<file path="config.mk">
export PLATFORM = sky130hd
export DESIGN_NAME = hazard_ctrl_unit
export DESIGN_NICKNAME = d
export VERILOG_FILES = /design/src/rtl/hazard_pkg.sv /design/src/rtl/hazard_ctrl_unit_sat_counter.sv /design/src/rtl/hazard_ctrl_unit.sv
export SDC_FILE = /design/constraint.sdc
export NUM_CORES = 1
export LEC_CHECK = 0
export CAP_MARGIN = 20
export CORE_ASPECT_RATIO = 1.1
export CORE_UTILIZATION = 45
export CTS_BUF_LIST = sky130_fd_sc_hd__clkbuf_4 sky130_fd_sc_hd__clkbuf_8
export DETAILED_ROUTE_END_ITERATION = 10
export PLACE_DENSITY = 0.83
export SETUP_SLACK_MARGIN = 0.2
export SLEW_MARGIN = 20
export SYNTH_ARGS = -nofsm -noshare
export SYNTH_HDL_FRONTEND = slang
export SYNTH_SLANG_ARGS = --single-unit
export TNS_END_PERCENT = 30
</file>
<file path="constraint.sdc">
create_clock -name clk -period 4.5 [get_ports clk]
set_input_delay 0.45 -clock clk [delete_from_list [all_inputs] [get_ports clk]]
set_output_delay 0.45 -clock clk [all_outputs]
set_load 0.01 [all_outputs]
</file>
<file path="src/rtl/hazard_pkg.sv">
// Shared encodings and defaults for the stall/flush controller.
package hazard_pkg;

   typedef enum logic [1:0] {
      RUN      = 2'd0,
      LU_BUB   = 2'd1,
      MEM_WAIT = 2'd2,
      FLUSH    = 2'd3
   } hz_state_t;

   localparam int REG_W           = 3;
   localparam int DEF_MEM_TIMEOUT = 64;
   localparam int DEF_CNT_W       = 16;

endpackage

</file>
<file path="src/rtl/hazard_ctrl_unit_sat_counter.sv">
// Saturating up-counter with synchronous clear and asynchronous reset.
module sat_counter #(
   parameter int W = 8
) (
   input  logic         clk,
   input  logic         rst,
   input  logic         inc,
   input  logic         clr,
   output logic [W-1:0] cnt
);

   always_ff @(posedge clk or posedge rst) begin
      if (rst)
         cnt <= '0;
      else if (clr)
         cnt <= '0;
      else if (inc && (cnt != '1))
         cnt <= cnt + 1'b1;
   end

endmodule

</file>
<file path="src/rtl/hazard_ctrl_unit.sv">
// Stall/flush controller for hazards bypassing cannot resolve: load-use,
// taken-branch flush and data-cache busy, with a flush deferred across cache waits.
module hazard_ctrl_unit
   import hazard_pkg::*;
#(
   parameter int MEM_TIMEOUT = DEF_MEM_TIMEOUT,
   parameter int CNT_W       = DEF_CNT_W
) (
   input  logic             clk,
   input  logic             rst,
   input  logic [REG_W-1:0] read_reg1_IF_ID,
   input  logic [REG_W-1:0] read_reg2_IF_ID,
   input  logic             rs_used_IF_ID,
   input  logic             rt_used_IF_ID,
   input  logic             is_store_IF_ID,
   input  logic [REG_W-1:0] w1_reg_ID_EX,
   input  logic             reg_en_ID_EX,
   input  logic             mem_en_ID_EX,
   input  logic             mem_wr_ID_EX,
   input  logic             branch_taken_EX,
   input  logic             dmem_stall,
   input  logic             dmem_done,
   output logic             pc_wr_en,
   output logic             if_id_wr_en,
   output logic             id_ex_wr_en,
   output logic             ex_mem_wr_en,
   output logic             id_ex_bubble,
   output logic             if_id_flush,
   output logic             id_ex_flush,
   output logic             mem_wb_bubble,
   output logic             mem_err,
   output logic [CNT_W-1:0] stall_cnt,
   output logic [1:0]       hz_state
);

   localparam int                WAIT_W = $clog2(MEM_TIMEOUT) + 1;
   // mem_err is set on the edge where wait_cnt becomes MEM_TIMEOUT-1
   localparam logic [WAIT_W-1:0] ERR_AT = WAIT_W'(MEM_TIMEOUT - 2);

   hz_state_t         state, nxt;
   logic              br_pend, br_nxt;
   logic              wait_inc;
   logic              load_use;
   logic [WAIT_W-1:0] wait_cnt;

   // A store-data dependency on rt is covered by the LD->ST bypass
   assign load_use = mem_en_ID_EX & ~mem_wr_ID_EX & reg_en_ID_EX &
                     ((rs_used_IF_ID & (w1_reg_ID_EX == read_reg1_IF_ID)) |
                      (rt_used_IF_ID & (w1_reg_ID_EX == read_reg2_IF_ID) & ~is_store_IF_ID));

   always_comb begin
      pc_wr_en      = 1'b1;
      if_id_wr_en   = 1'b1;
      id_ex_wr_en   = 1'b1;
      ex_mem_wr_en  = 1'b1;
      id_ex_bubble  = 1'b0;
      if_id_flush   = 1'b0;
      id_ex_flush   = 1'b0;
      mem_wb_bubble = 1'b0;
      wait_inc      = 1'b0;
      br_nxt        = br_pend;
      nxt           = RUN;
      if (rst) begin
         pc_wr_en     = 1'b0;
         if_id_wr_en  = 1'b0;
         id_ex_wr_en  = 1'b0;
         ex_mem_wr_en = 1'b0;
         br_nxt       = 1'b0;
      end else if (state == MEM_WAIT && dmem_done) begin
         br_nxt = 1'b0;
         if (br_pend || branch_taken_EX) begin
            if_id_flush = 1'b1;
            id_ex_flush = 1'b1;
            nxt         = FLUSH;
         end
      end else if (state == MEM_WAIT || dmem_stall) begin
         pc_wr_en      = 1'b0;
         if_id_wr_en   = 1'b0;
         id_ex_wr_en   = 1'b0;
         ex_mem_wr_en  = 1'b0;
         mem_wb_bubble = 1'b1;
         wait_inc      = 1'b1;
         br_nxt        = (state == MEM_WAIT) ? (br_pend | branch_taken_EX) : branch_taken_EX;
         nxt           = MEM_WAIT;
      end else if (branch_taken_EX) begin
         if_id_flush = 1'b1;
         id_ex_flush = 1'b1;
         nxt         = FLUSH;
      end else if (load_use && state == RUN) begin
         pc_wr_en     = 1'b0;
         if_id_wr_en  = 1'b0;
         id_ex_bubble = 1'b1;
         nxt          = LU_BUB;
      end
   end

   always_ff @(posedge clk or posedge rst) begin
      if (rst) begin
         state   <= RUN;
         br_pend <= 1'b0;
         mem_err <= 1'b0;
      end else begin
         state   <= nxt;
         br_pend <= br_nxt;
         if (wait_inc && (wait_cnt >= ERR_AT))
            mem_err <= 1'b1;
      end
   end

   assign hz_state = state;

   sat_counter #(.W(CNT_W)) u_stall_cnt (
      .clk (clk),
      .rst (rst),
      .inc (~pc_wr_en),
      .clr (1'b0),
      .cnt (stall_cnt)
   );

   sat_counter #(.W(WAIT_W)) u_wait_cnt (
      .clk (clk),
      .rst (rst),
      .inc (wait_inc),
      .clr (~wait_inc),
      .cnt (wait_cnt)
   );

endmodule
</file>
==> results.cfg <==
[clock_network]
clockBufferDepth = 2
clkTransAtPathRegs_ns = 0.14
h-tree-depth = 1
cts_root_buf = clkbuf_4
cts_buffers = 3
clk_latency_ns = 0.32
cts.repair.resized = 0
cts_tree = done
cts_hold_buf = 0
postCtsSetupBuffers = 0
cts.sinks = 27

[worst_setup_path]
r2r_end = u_stall_cnt.cnt[1]
crit_path_start_kind = input pin
crit_end = id_ex_bubble
worstRegToRegCells = 5
crit_type = input pin to output port
critPathLaunch = w1_reg_ID_EX[2]
crit_arrival_ns = 2.84
critPathMaxFanout = 17
timing.rr.start = u_stall_cnt.cnt[1]
crit_path_end_kind = output port
regToRegSetupSlack_ns = 2.34
cp.required_ns = 4.05

[cells_and_area]
num_antenna_cells = 0
drive_above_1_share = 0.0833
fill_cells = 267
syn2layout_area_growth_pct = 30.9
nNetsFinal = 216
finalInstanceArea_um2 = 2020

[routing]
drt-total-wl_mm = 3.41
drc = 0
first_pass_iters = 5
drt_iter0_markers = 73
vias_per_cell = 5.69
vias = 1285
wl_per_cell_um = 15.1
final_antenna_net_count = 0

[sta]
min_period_over_period = 0.731
relSlewSlack = 0.515
rsz0062_at_grt = no
setup_tns_ns = 0
slew_violations = 0
finalSetupViolations = 0
fin_crit_ns = 3.29
fmax_ghz = 0.304
fin_ws_ns = 1.21
finalClockSkew_ns = 0.00203
hold_viol = 0
worst_pin_slew_ns = 0.726

[die]
fp.dieW_um = 57.8
core_area_um2 = 3150
fp-row-count = 21
initial_utilization = 0.488
ios = 47
fp.dieH_um = 63.4
die_area_um2 = 3660

[synth]
avgSynthCellArea_um2 = 10.3
synth_ff_type = dfrtp_1
synth_seq_cells = 27
synthAdderAreaFrac = 0.0244
synth_cells = 149
synthSimpleGateAreaFrac = 0.175
synth_edf_count = 0
async_flop_share = 1.00
mappedNetlistArea_um2 = 1540
synth_top_area_frac = 0.439
ys_warn_count = 0
synth.area.top_cells = dfrtp_1, xnor2_1, o211ai_1
synthMuxAreaShare = 0.0146
ys_types = 35
synth_top_family_by_area = simple AND/OR/NAND/NOR gates
synthXorXnorAreaFrac = 0.131
syn_nets = 172
yosysTopAreaCell = dfrtp_1
synth_compound_area_frac = 0.159
synth-seq-area-share = 0.439

[placed_design]
hpwl_mm = 2.56
portBuffers = 46
gp_congestion = 0.802
place_area_um2 = 1990
post-place-ws_ns = 1.23

[status]
outcome = finished, final reports clean

[power]
share_comb_of_total_power = 0.342
switching_power_mw = 0.202
swShare = 0.308
power_mw = 0.657
ir_drop_mv = 0.261
cellPowerDensity_nw_per_um2 = 326
p_leak_nw = 0.829
seqPwrFrac = 0.489
clkPwrFrac = 0.169
internal-power_mw = 0.455

[grt]
grt_usage = 0.206
grt_pass1_vias = 1360
grt.overflow.total = 0
grt_start_max_net_pins = 29
antenna_found_initial = 0
grt_pass1_wl_mm = 5.93

[job]
max_cap_violations = 0

[hold_path]
hp-class = register to register
## cell usage after synthesis (3+ instances only)
library cell  count
o211ai_1          7
ha_1              3
o21ai_0           4
nand2_1           5
a21oi_1           6
nor2_1           10
nand3_1           6
nand4_1           5
xnor2_1          21
and3_1            7
o2111ai_1         6
dfrtp_1          27
nor2b_1           3
and3_2            4
inv_1             6
buf_4             5
## worst min-delay path by stage
| stage | startpoint | to | depth (start not counted) |
|---|---|---|---|
| 2_1_floorplan | u_wait_cnt.cnt[6] | u_wait_cnt.cnt[6] | 2 |
| 3_3_place_gp | mem_err | mem_err | 1 |
| 3_5_place_dp | mem_err | mem_err | 1 |
| 4_1_cts | mem_err | mem_err | 1 |
| 6_report | mem_err | mem_err | 1 |
| 5_1_grt | u_stall_cnt.cnt[4] | u_stall_cnt.cnt[4] | 1 |
## sequential cells by signal, summed over array words and instances (netlist names)
| register | count |
|---|---|
| u_stall_cnt.cnt | 16 |
| hz_state | 2 |
| mem_err | 1 |
| u_wait_cnt.cnt | 7 |
| br_pend | 1 |
## layout make-up
class	count	area, um^2	share of cell area
multi-input combinational	108	777	0.385
inverter	6	22.5	0.0112
tap	34	42.5	0.0211
sequential	27	676	0.335
timing repair buffer	47	468	0.232
clock buffer	4	30.0	0.0149
## cell families (layout without fill, tap and decap cells)
logic type | Yosys count | in the layout
flip-flops | 27 | 27
buffers and inverters | 14 | 57
multiplexers | 2 | 2
adder cells (fa/ha/maj) | 3 | 3
XOR/XNOR | 23 | 23
AO/OA/AOI/OAI | 32 | 32
AND/OR/NAND/NOR | 48 | 48
## stage by stage
step	hold slack, ns	std cells	utilization
after floorplan	0.484	149	-
after global placement	0.462	222	0.630
after detailed placement	0.470	222	0.630
after CTS	0.505	226	0.639
after global routing	0.532	226	0.639
final	0.498	226	0.639
## power by group through the flow
| stage | Clock [mW] | Sequential (mW) | Combinational (mW) |
|---|---|---|---|
| 3_3_place_gp | 0 | 0.324 | 0.217 |
| 4_1_cts | 0.114 | 0.322 | 0.227 |
| 6_report | 0.111 | 0.321 | 0.225 |
| 3_5_place_dp | 0 | 0.325 | 0.225 |
| 5_1_grt | 0.123 | 0.329 | 0.244 |
| 2_1_floorplan | 0 | 0.334 | 0.0995 |
## routing by layer
layer	GRT usage	wire, um	up-vias
li1	-	-	620
met1	0.244	1470	619
met2	0.371	1740	36
met3	0.0370	126	10
met4	0.0685	75	0
met5	0	0	-
## worst max-delay path, stage by stage
cell and delay [ns]:
clkdlybuf4s50_1 0.53, xnor2_1 0.14, nand4_1 0.20, a211oi_4 0.70, nor3b_1 0.25, clkdlybuf4s50_1 0.56
## layout by cell type, fill, tap and decap left out, types with 2 or more instances in the layout
cell type | netlist | final
a21oi_1 | 6 | 6
and3_1 | 7 | 7
and3_2 | 4 | 4
and4_1 | 2 | 2
clkbuf_4 | 0 | 4
clkdlybuf4s50_1 | 0 | 46
dfrtp_1 | 27 | 27
ha_1 | 3 | 3
inv_1 | 6 | 6
mux2_2 | 2 | 2
nand2_1 | 5 | 5
nand3_1 | 6 | 6
nand4_1 | 5 | 5
nor2_1 | 10 | 10
nor2b_1 | 3 | 3
o2111ai_1 | 6 | 6
o211ai_1 | 7 | 7
o21ai_0 | 4 | 4
or2_2 | 2 | 2
xnor2_1 | 21 | 21
xor2_1 | 2 | 2
(Power assumes the default switching activity.)
